<file path="config.mk">
export PLATFORM = sky130hd
export DESIGN_NAME = svm_stream_demux
export DESIGN_NICKNAME = d
export VERILOG_FILES = /design/src/rtl/svm_defs_pkg.sv /design/src/rtl/svm_stream_reg.sv /design/src/rtl/svm_stream_demux.sv
export SDC_FILE = /design/constraint.sdc
export NUM_CORES = 1
export LEC_CHECK = 0
export ABC_AREA = 1
export ABC_CLOCK_PERIOD_IN_PS = 1600
export CORE_UTILIZATION = 28
export CTS_BUF_LIST = sky130_fd_sc_hd__clkbuf_4
export CTS_CLUSTER_SIZE = 25
export DETAILED_ROUTE_END_ITERATION = 12
export PLACE_DENSITY = 0.61
export SYNTH_ARGS = -nofsm -noshare
export SYNTH_HDL_FRONTEND = slang
export SYNTH_SLANG_ARGS = --single-unit
</file>
<file path="constraint.sdc">
create_clock -name clk -period 1.6 [get_ports clk]
set_input_delay 0.32 -clock clk [delete_from_list [all_inputs] [get_ports clk]]
set_output_delay 0.32 -clock clk [all_outputs]
set_load 0.02 [all_outputs]
</file>
<file path="src/rtl/svm_defs_pkg.sv">
// ----------------------------------------------------------------------------
// svm_defs_pkg
// Shared definitions for the SVM stream steering blocks:
//   SVM_DATA_W      default SVM word width (accumulator width)
//   LANE_A / LANE_B lane select encodings
//   state_t         packet-routing FSM states
// ----------------------------------------------------------------------------
package svm_defs_pkg;

    localparam int SVM_DATA_W = 25;

    localparam logic LANE_A = 1'b0;
    localparam logic LANE_B = 1'b1;

    typedef enum logic [1:0] {
        IDLE    = 2'd0,
        ROUTE_A = 2'd1,
        ROUTE_B = 2'd2
    } state_t;

endpackage

</file>
<file path="src/rtl/svm_stream_reg.sv">
// ----------------------------------------------------------------------------
// svm_stream_reg
// One-entry valid/ready register slice carrying a data word and a last flag.
// The parent only asserts load when slot_free is high, so a held word is never
// overwritten before it has been taken.
//
// Ports:
//   clk, rst_n   clock, asynchronous active-low reset
//   load         write load_data/load_last into the slot this cycle
//   load_data    word to store
//   load_last    end-of-packet flag to store
//   slot_free    slot can accept a word this cycle (empty or draining)
//   out_data     registered word
//   out_valid    registered word is valid
//   out_last     registered end-of-packet flag
//   out_ready    downstream consumer ready
// ----------------------------------------------------------------------------
module svm_stream_reg
    import svm_defs_pkg::*;
#(
    parameter int bitwidth = SVM_DATA_W
) (
    input  logic                clk,
    input  logic                rst_n,
    input  logic                load,
    input  logic [bitwidth-1:0] load_data,
    input  logic                load_last,
    output logic                slot_free,
    output logic [bitwidth-1:0] out_data,
    output logic                out_valid,
    output logic                out_last,
    input  logic                out_ready
);

    assign slot_free = !out_valid || out_ready;

    // A load during a drain overwrites the slot and keeps valid high, which
    // is what sustains one word per cycle through the stage.
    always_ff @(posedge clk or negedge rst_n) begin
        if (!rst_n) begin
            out_valid <= 1'b0;
            out_data  <= '0;
            out_last  <= 1'b0;
        end else if (load) begin
            out_valid <= 1'b1;
            out_data  <= load_data;
            out_last  <= load_last;
        end else if (out_ready) begin
            out_valid <= 1'b0;
        end
    end

endmodule

</file>
<file path="src/rtl/svm_stream_demux.sv">
// ----------------------------------------------------------------------------
// svm_stream_demux
// 1-to-2 packet demultiplexer for SVM word streams. The lane is taken from
// in_sel on the first beat of a packet and locked until the beat with in_last.
// Each lane has its own one-entry register slice; only the target lane's
// backpressure can stall the input.
//
// Optional feature: define SVM_DEMUX_STATS_EN to add per-lane packet counters
// (pkt_cnt_a / pkt_cnt_b) that count accepted last-beats per lane.
//
// Ports:
//   clk, rst_n                          clock, asynchronous active-low reset
//   in_data/in_valid/in_last/in_ready   input stream
//   in_sel                              lane select on first beat (0=A, 1=B)
//   outA_data/valid/last, outA_ready    lane A stream
//   outB_data/valid/last, outB_ready    lane B stream
//   pkt_cnt_a, pkt_cnt_b                packet counters (SVM_DEMUX_STATS_EN)
// ----------------------------------------------------------------------------
module svm_stream_demux
    import svm_defs_pkg::*;
#(
    parameter int bitwidth = SVM_DATA_W,
    parameter int CNT_W    = 16
) (
    input  logic                clk,
    input  logic                rst_n,
    input  logic [bitwidth-1:0] in_data,
    input  logic                in_valid,
    input  logic                in_last,
    input  logic                in_sel,
    output logic                in_ready,
    output logic [bitwidth-1:0] outA_data,
    output logic                outA_valid,
    output logic                outA_last,
    input  logic                outA_ready,
    output logic [bitwidth-1:0] outB_data,
    output logic                outB_valid,
    output logic                outB_last,
    input  logic                outB_ready
`ifdef SVM_DEMUX_STATS_EN
    ,
    output logic [CNT_W-1:0]    pkt_cnt_a,
    output logic [CNT_W-1:0]    pkt_cnt_b
`endif
);

    state_t state_q, state_d;
    logic   target;
    logic   free_a, free_b;
    logic   accept;
    logic   load_a, load_b;

    // Target lane: free choice in IDLE, locked while a packet is in flight.
    always_comb begin
        target = in_sel;
        case (state_q)
            ROUTE_A: target = LANE_A;
            ROUTE_B: target = LANE_B;
            default: target = in_sel;
        endcase
    end

    assign in_ready = (target == LANE_B) ? free_b : free_a;
    assign accept   = in_valid && in_ready;
    assign load_a   = accept && (target == LANE_A);
    assign load_b   = accept && (target == LANE_B);

    always_ff @(posedge clk or negedge rst_n) begin
        if (!rst_n) begin
            state_q <= IDLE;
        end else begin
            state_q <= state_d;
        end
    end

    // A last beat always ends the lock; any other beat locks onto the lane
    // it went to (re-asserting the same lock when already routing).
    always_comb begin
        state_d = state_q;
        if (accept) begin
            if (in_last) begin
                state_d = IDLE;
            end else if (target == LANE_B) begin
                state_d = ROUTE_B;
            end else begin
                state_d = ROUTE_A;
            end
        end
    end

    svm_stream_reg #(.bitwidth(bitwidth)) u_lane_a (
        .clk       (clk),
        .rst_n     (rst_n),
        .load      (load_a),
        .load_data (in_data),
        .load_last (in_last),
        .slot_free (free_a),
        .out_data  (outA_data),
        .out_valid (outA_valid),
        .out_last  (outA_last),
        .out_ready (outA_ready)
    );

    svm_stream_reg #(.bitwidth(bitwidth)) u_lane_b (
        .clk       (clk),
        .rst_n     (rst_n),
        .load      (load_b),
        .load_data (in_data),
        .load_last (in_last),
        .slot_free (free_b),
        .out_data  (outB_data),
        .out_valid (outB_valid),
        .out_last  (outB_last),
        .out_ready (outB_ready)
    );

`ifdef SVM_DEMUX_STATS_EN
    // Packets are counted when their last beat is accepted, not when it
    // leaves the lane register; counters wrap naturally.
    always_ff @(posedge clk or negedge rst_n) begin
        if (!rst_n) begin
            pkt_cnt_a <= '0;
            pkt_cnt_b <= '0;
        end else begin
            if (load_a && in_last) pkt_cnt_a <= pkt_cnt_a + 1'b1;
            if (load_b && in_last) pkt_cnt_b <= pkt_cnt_b + 1'b1;
        end
    end
`endif

endmodule

</file>
==> results.txt <==
----------------------------------------------------
[Synthesis]
  Area contributors post-synth ... dfrtp_1, nand2_1, nand4_1
  Share of Yosys cell area claimed by the top area cell type ... ~60%
  Number of flops mapped to enable cells by yosys ... 0
  Synth top cells by count ... nand2_1, dfrtp_1, nand4_1, inv_1, buf_2
  Dominant cell by count in the synthesized netlist ... nand2_1
  Synthesis warning total ... 0
  Most frequently used flop master after synthesis ... dfrtp_1
  Post-synthesis instance total ... 256
  Synth unique cells ... 16
  Mean instance size in the synthesized netlist ... 9.06 um2
  Net count after synthesis ... approximately 290
  Leading area contributor after synthesis ... dfrtp_1
  Total of flip-flops plus latches after synthesis ... 56
  Synth async-reset ratio ... between 90% and 100%
  Sequential area share after synthesis ... between 60% and 70%
  Synthesized cell area ... between 0.002 and 0.0025 mm2

[Outcome]
  Result of the run ... finished with violations
  Violations in the final reports ... setup timing

[Drt]
  DRT Pass-1 Iters ... 4
  Count of antenna-violating nets left after detailed routing ... 0
  Routed len/inst ... 13.7 um
  DRC marker count from the first detailed-route iteration ... slightly above 100
  Post-detailed-route DRC marker count ... 0
  Vias per inst ... around 4.4
  Sum of routed wire length over all layers ... between 6000 and 7000 um
  Via Count ... 2018

[Setup path]
  Beginning of the worst register-to-register path ... state_q[1]
  Setup crit start kind ... flip-flop
  Max incr delay on CP ... about 0.45 ns
  Crit path capture type ... output port
  Data required time of the worst path ... ~1.3 ns
  Family with the most delay on the worst path ... flip-flops
  Worst R2R End ... state_q[1]
  Critical path fanouts, max ... 3
  Cells along the critical path ... ha_4 -> inv_1 -> nand2_2 -> nand2_2 -> o21ai_2 -> buf_6
  Data arrival time at the worst-slack endpoint ... 1.54 ns
  Buffers & Inverters on Critical Path ... 2
  Cell with the biggest individual delay on the critical path ... dfrtp_1
  Most frequent cell on the critical path ... nand2_2
  Setup slack, reg-to-reg ... 0 ns
  Register-to-Register Path Depth ... 9
  Critical path class ... flip-flop to output port

[Global routing]
  Wire length of the first global-routing pass ... between 10000 and 15000 um
  Via count of the first global-routing pass ... between 2000 and 2500
  Global routing met2 resource utilization ... 24.6%
  Top Usage Layer GRT ... met2
  Global router's overall resource usage ... roughly 15%
  Initial antenna violation count ... 0
  GR Layer Usage met1 ... 20.4%
  Overflow left after global routing ... 0
  Maximum number of pins on one net before global-route repair ... 57
  Global-route met3 utilization ... 3.50%

[Cells and area]
  Layout cells sized above 1 ... a little over a tenth
  Area delta synth->final ... 50.7%
  Share of the core filled with cells in the final layout ... between 40% and 50%
  Number of diodes ... 0
  Final net count ... ~390
  Number of standard cells in the layout, taps in and fillers out ... 458

[Clocking]
  Clock Latency Late Sink ... 0.37 ns
  CTS tree ... done
  Post-CTS setup repair buffer count ... 0
  # H-tree levels ... 2
  Clock transition at the register clock pins on the worst setup and hold paths after CTS ... approximately 0.17 ns
  Maximum clock path buffer count ... 2
  TritonCTS Buffers ... 5
  # clock sinks ... 56
  Buffer type at the clock tree root ... clkbuf_4

[Floorplanning]
  DIE WIDTH ... 93.0 um
  Chip Height ... around 93 um
  Die ar. ... about 0.0086 mm2
  Core Footprint ... around 0.008 mm2
  Row cnt ... 32
  IO Pins ... 87
  Effective utilization at floorplan ... between 20 and 30%

[Place]
  Inst Count DP ... roughly 450
  Port buffer count ... 86
  Half-perimeter wire length after detailed placement ... 4260 um
  RD Place Congestion ... 0.702

[Timing]
  Setup-failing EPs final ... 2
  Slew Limit Fails ... 0
  Maximum clock frequency ... 0.539 GHz
  Sum Neg Setup Slack ... -0.259 ns
  Slew at the pin with the worst max-slew slack ... roughly 0.3 ns
  Final worst-path cycle share ... 116%
  RSZ-0062 raised after global routing ... yes
  Final clock skew ... between 0.015 and 0.02 ns
  Post-layout minimum cycle time ... roughly 1.9 ns
  Smallest setup slack after layout ... -0.256 ns
  Final Hold Violating Endpoints ... 0
  Max-slew headroom ... roughly four fifths

[Job]
  Max-Cap Viols ... 0

[Worst hold path]
  Path category of the worst min-delay check ... input pin to async pin

[Power]
  Worst VDD drop ... 0.672 mV
  Leakage component of the power ... about 0.0019 uW
  Power per Cell Area ... approximately 1900 mW/mm2

----------------------------------------------------
-- state kept, by name, indices dropped and copies added, names as in the netlist --
register and cells:
u_lane_b.out_data 25, u_lane_b.out_last 1, u_lane_a.out_last 1, u_lane_a.out_valid 1
state_q 2, u_lane_b.out_valid 1, u_lane_a.out_data 25
-- worst register-to-register path, delay by kind of cell (launching register included) --
kind                       cells  cell delay, ns
buffers and inverters          3            0.43
DFF                            1            0.45
adders and majority gates      1            0.29
and+or+nand+nor                5            0.39
-- power breakdown --
part           switching (uW)  internal (uW)  total, uW
sequential                346           2070       2410
clock                     451            328        778
combinational            2110           1460       3570
-- cells by family after synthesis --
kind of cell | Yosys count | share of synthesized area, %
AND/OR/NAND/NOR | 173 | 32.0
adder cells (fa/ha/maj) | 1 | 0.540
flip-flops | 56 | 60.4
AO/OA/AOI/OAI | 2 | 0.432
buffers and inverters | 24 | 6.58
-- layer usage --
metal,wire length [um],vias up
met2,2990,48
li1,-,1014
met4,53,0
met5,0,-
met3,326,6
met1,2910,950
-- metrics by stage --
stage | power, uW | setup WS, ns | hold slack [ns] | cell area [um2]
3_5_place_dp | 6400 | -0.418 | 0.351 | 3400
3_3_place_gp | 6330 | -0.428 | 0.349 | 3400
6_report | 6760 | -0.256 | 0.460 | 3490
5_1_grt | 7290 | -0.338 | 0.452 | 3490
4_1_cts | 6810 | -0.259 | 0.462 | 3460
2_1_floorplan | 4380 | 0.0912 | 0.0244 | 2320
-- repair_timing --
| item | CTS | global route |
|---|---|---|
| hold endpoints to repair | 56 | 0 |
| gates resized for setup | 68 | 2 |
| hold buffers | 1 | 0 |
| pin swaps | 0 | 1 |
| endpoints found under the setup margin | 73 | 54 |
| cloned | 0 | 1 |
-- cells in the final DEF (no fill, tap or decap) --
cell type,Yosys,routed
o21ai_0,2,1
buf_2,6,1
clkinv_1,0,1
dlygate4sd3_1,0,1
nor2_1,2,2
nand2_2,1,2
buf_12,0,6
clkinv_4,0,1
dfrtp_1,56,56
nand2_1,139,138
buf_6,5,2
clkdlybuf4s50_1,0,30
clkbuf_4,0,5
o21ai_2,0,1
nand3_1,2,2
inv_6,0,1
inv_1,7,6
nand3_4,1,2
buf_8,0,1
bufinv_16,0,1
buf_4,4,11
ha_4,0,1
clkbuf_16,0,1
dlygate4sd2_1,0,54
inv_2,1,1
inv_4,1,1
nand4_1,27,27
-- area by class of cell --
class,instances,area [um2]
sequential,56,1400
multi-input combinational,176,791
inverter,9,41.3
fill,803,4350
tap,102,128
clock buffer,5,37.5
timing repair buffer,107,1050
clock inverter,3,42.5
-- worst max-delay path by stage --
stage               startpoint        to  depth (start not counted)
global placement        in_sel  in_ready                          6
global route        state_q[1]  in_ready                          7
finish              state_q[1]  in_ready                          6
detailed placement      in_sel  in_ready                          6
CTS                 state_q[1]  in_ready                          6
floorplan           state_q[0]  in_ready                          5
Note: power is estimated with default switching activity, not from simulation.
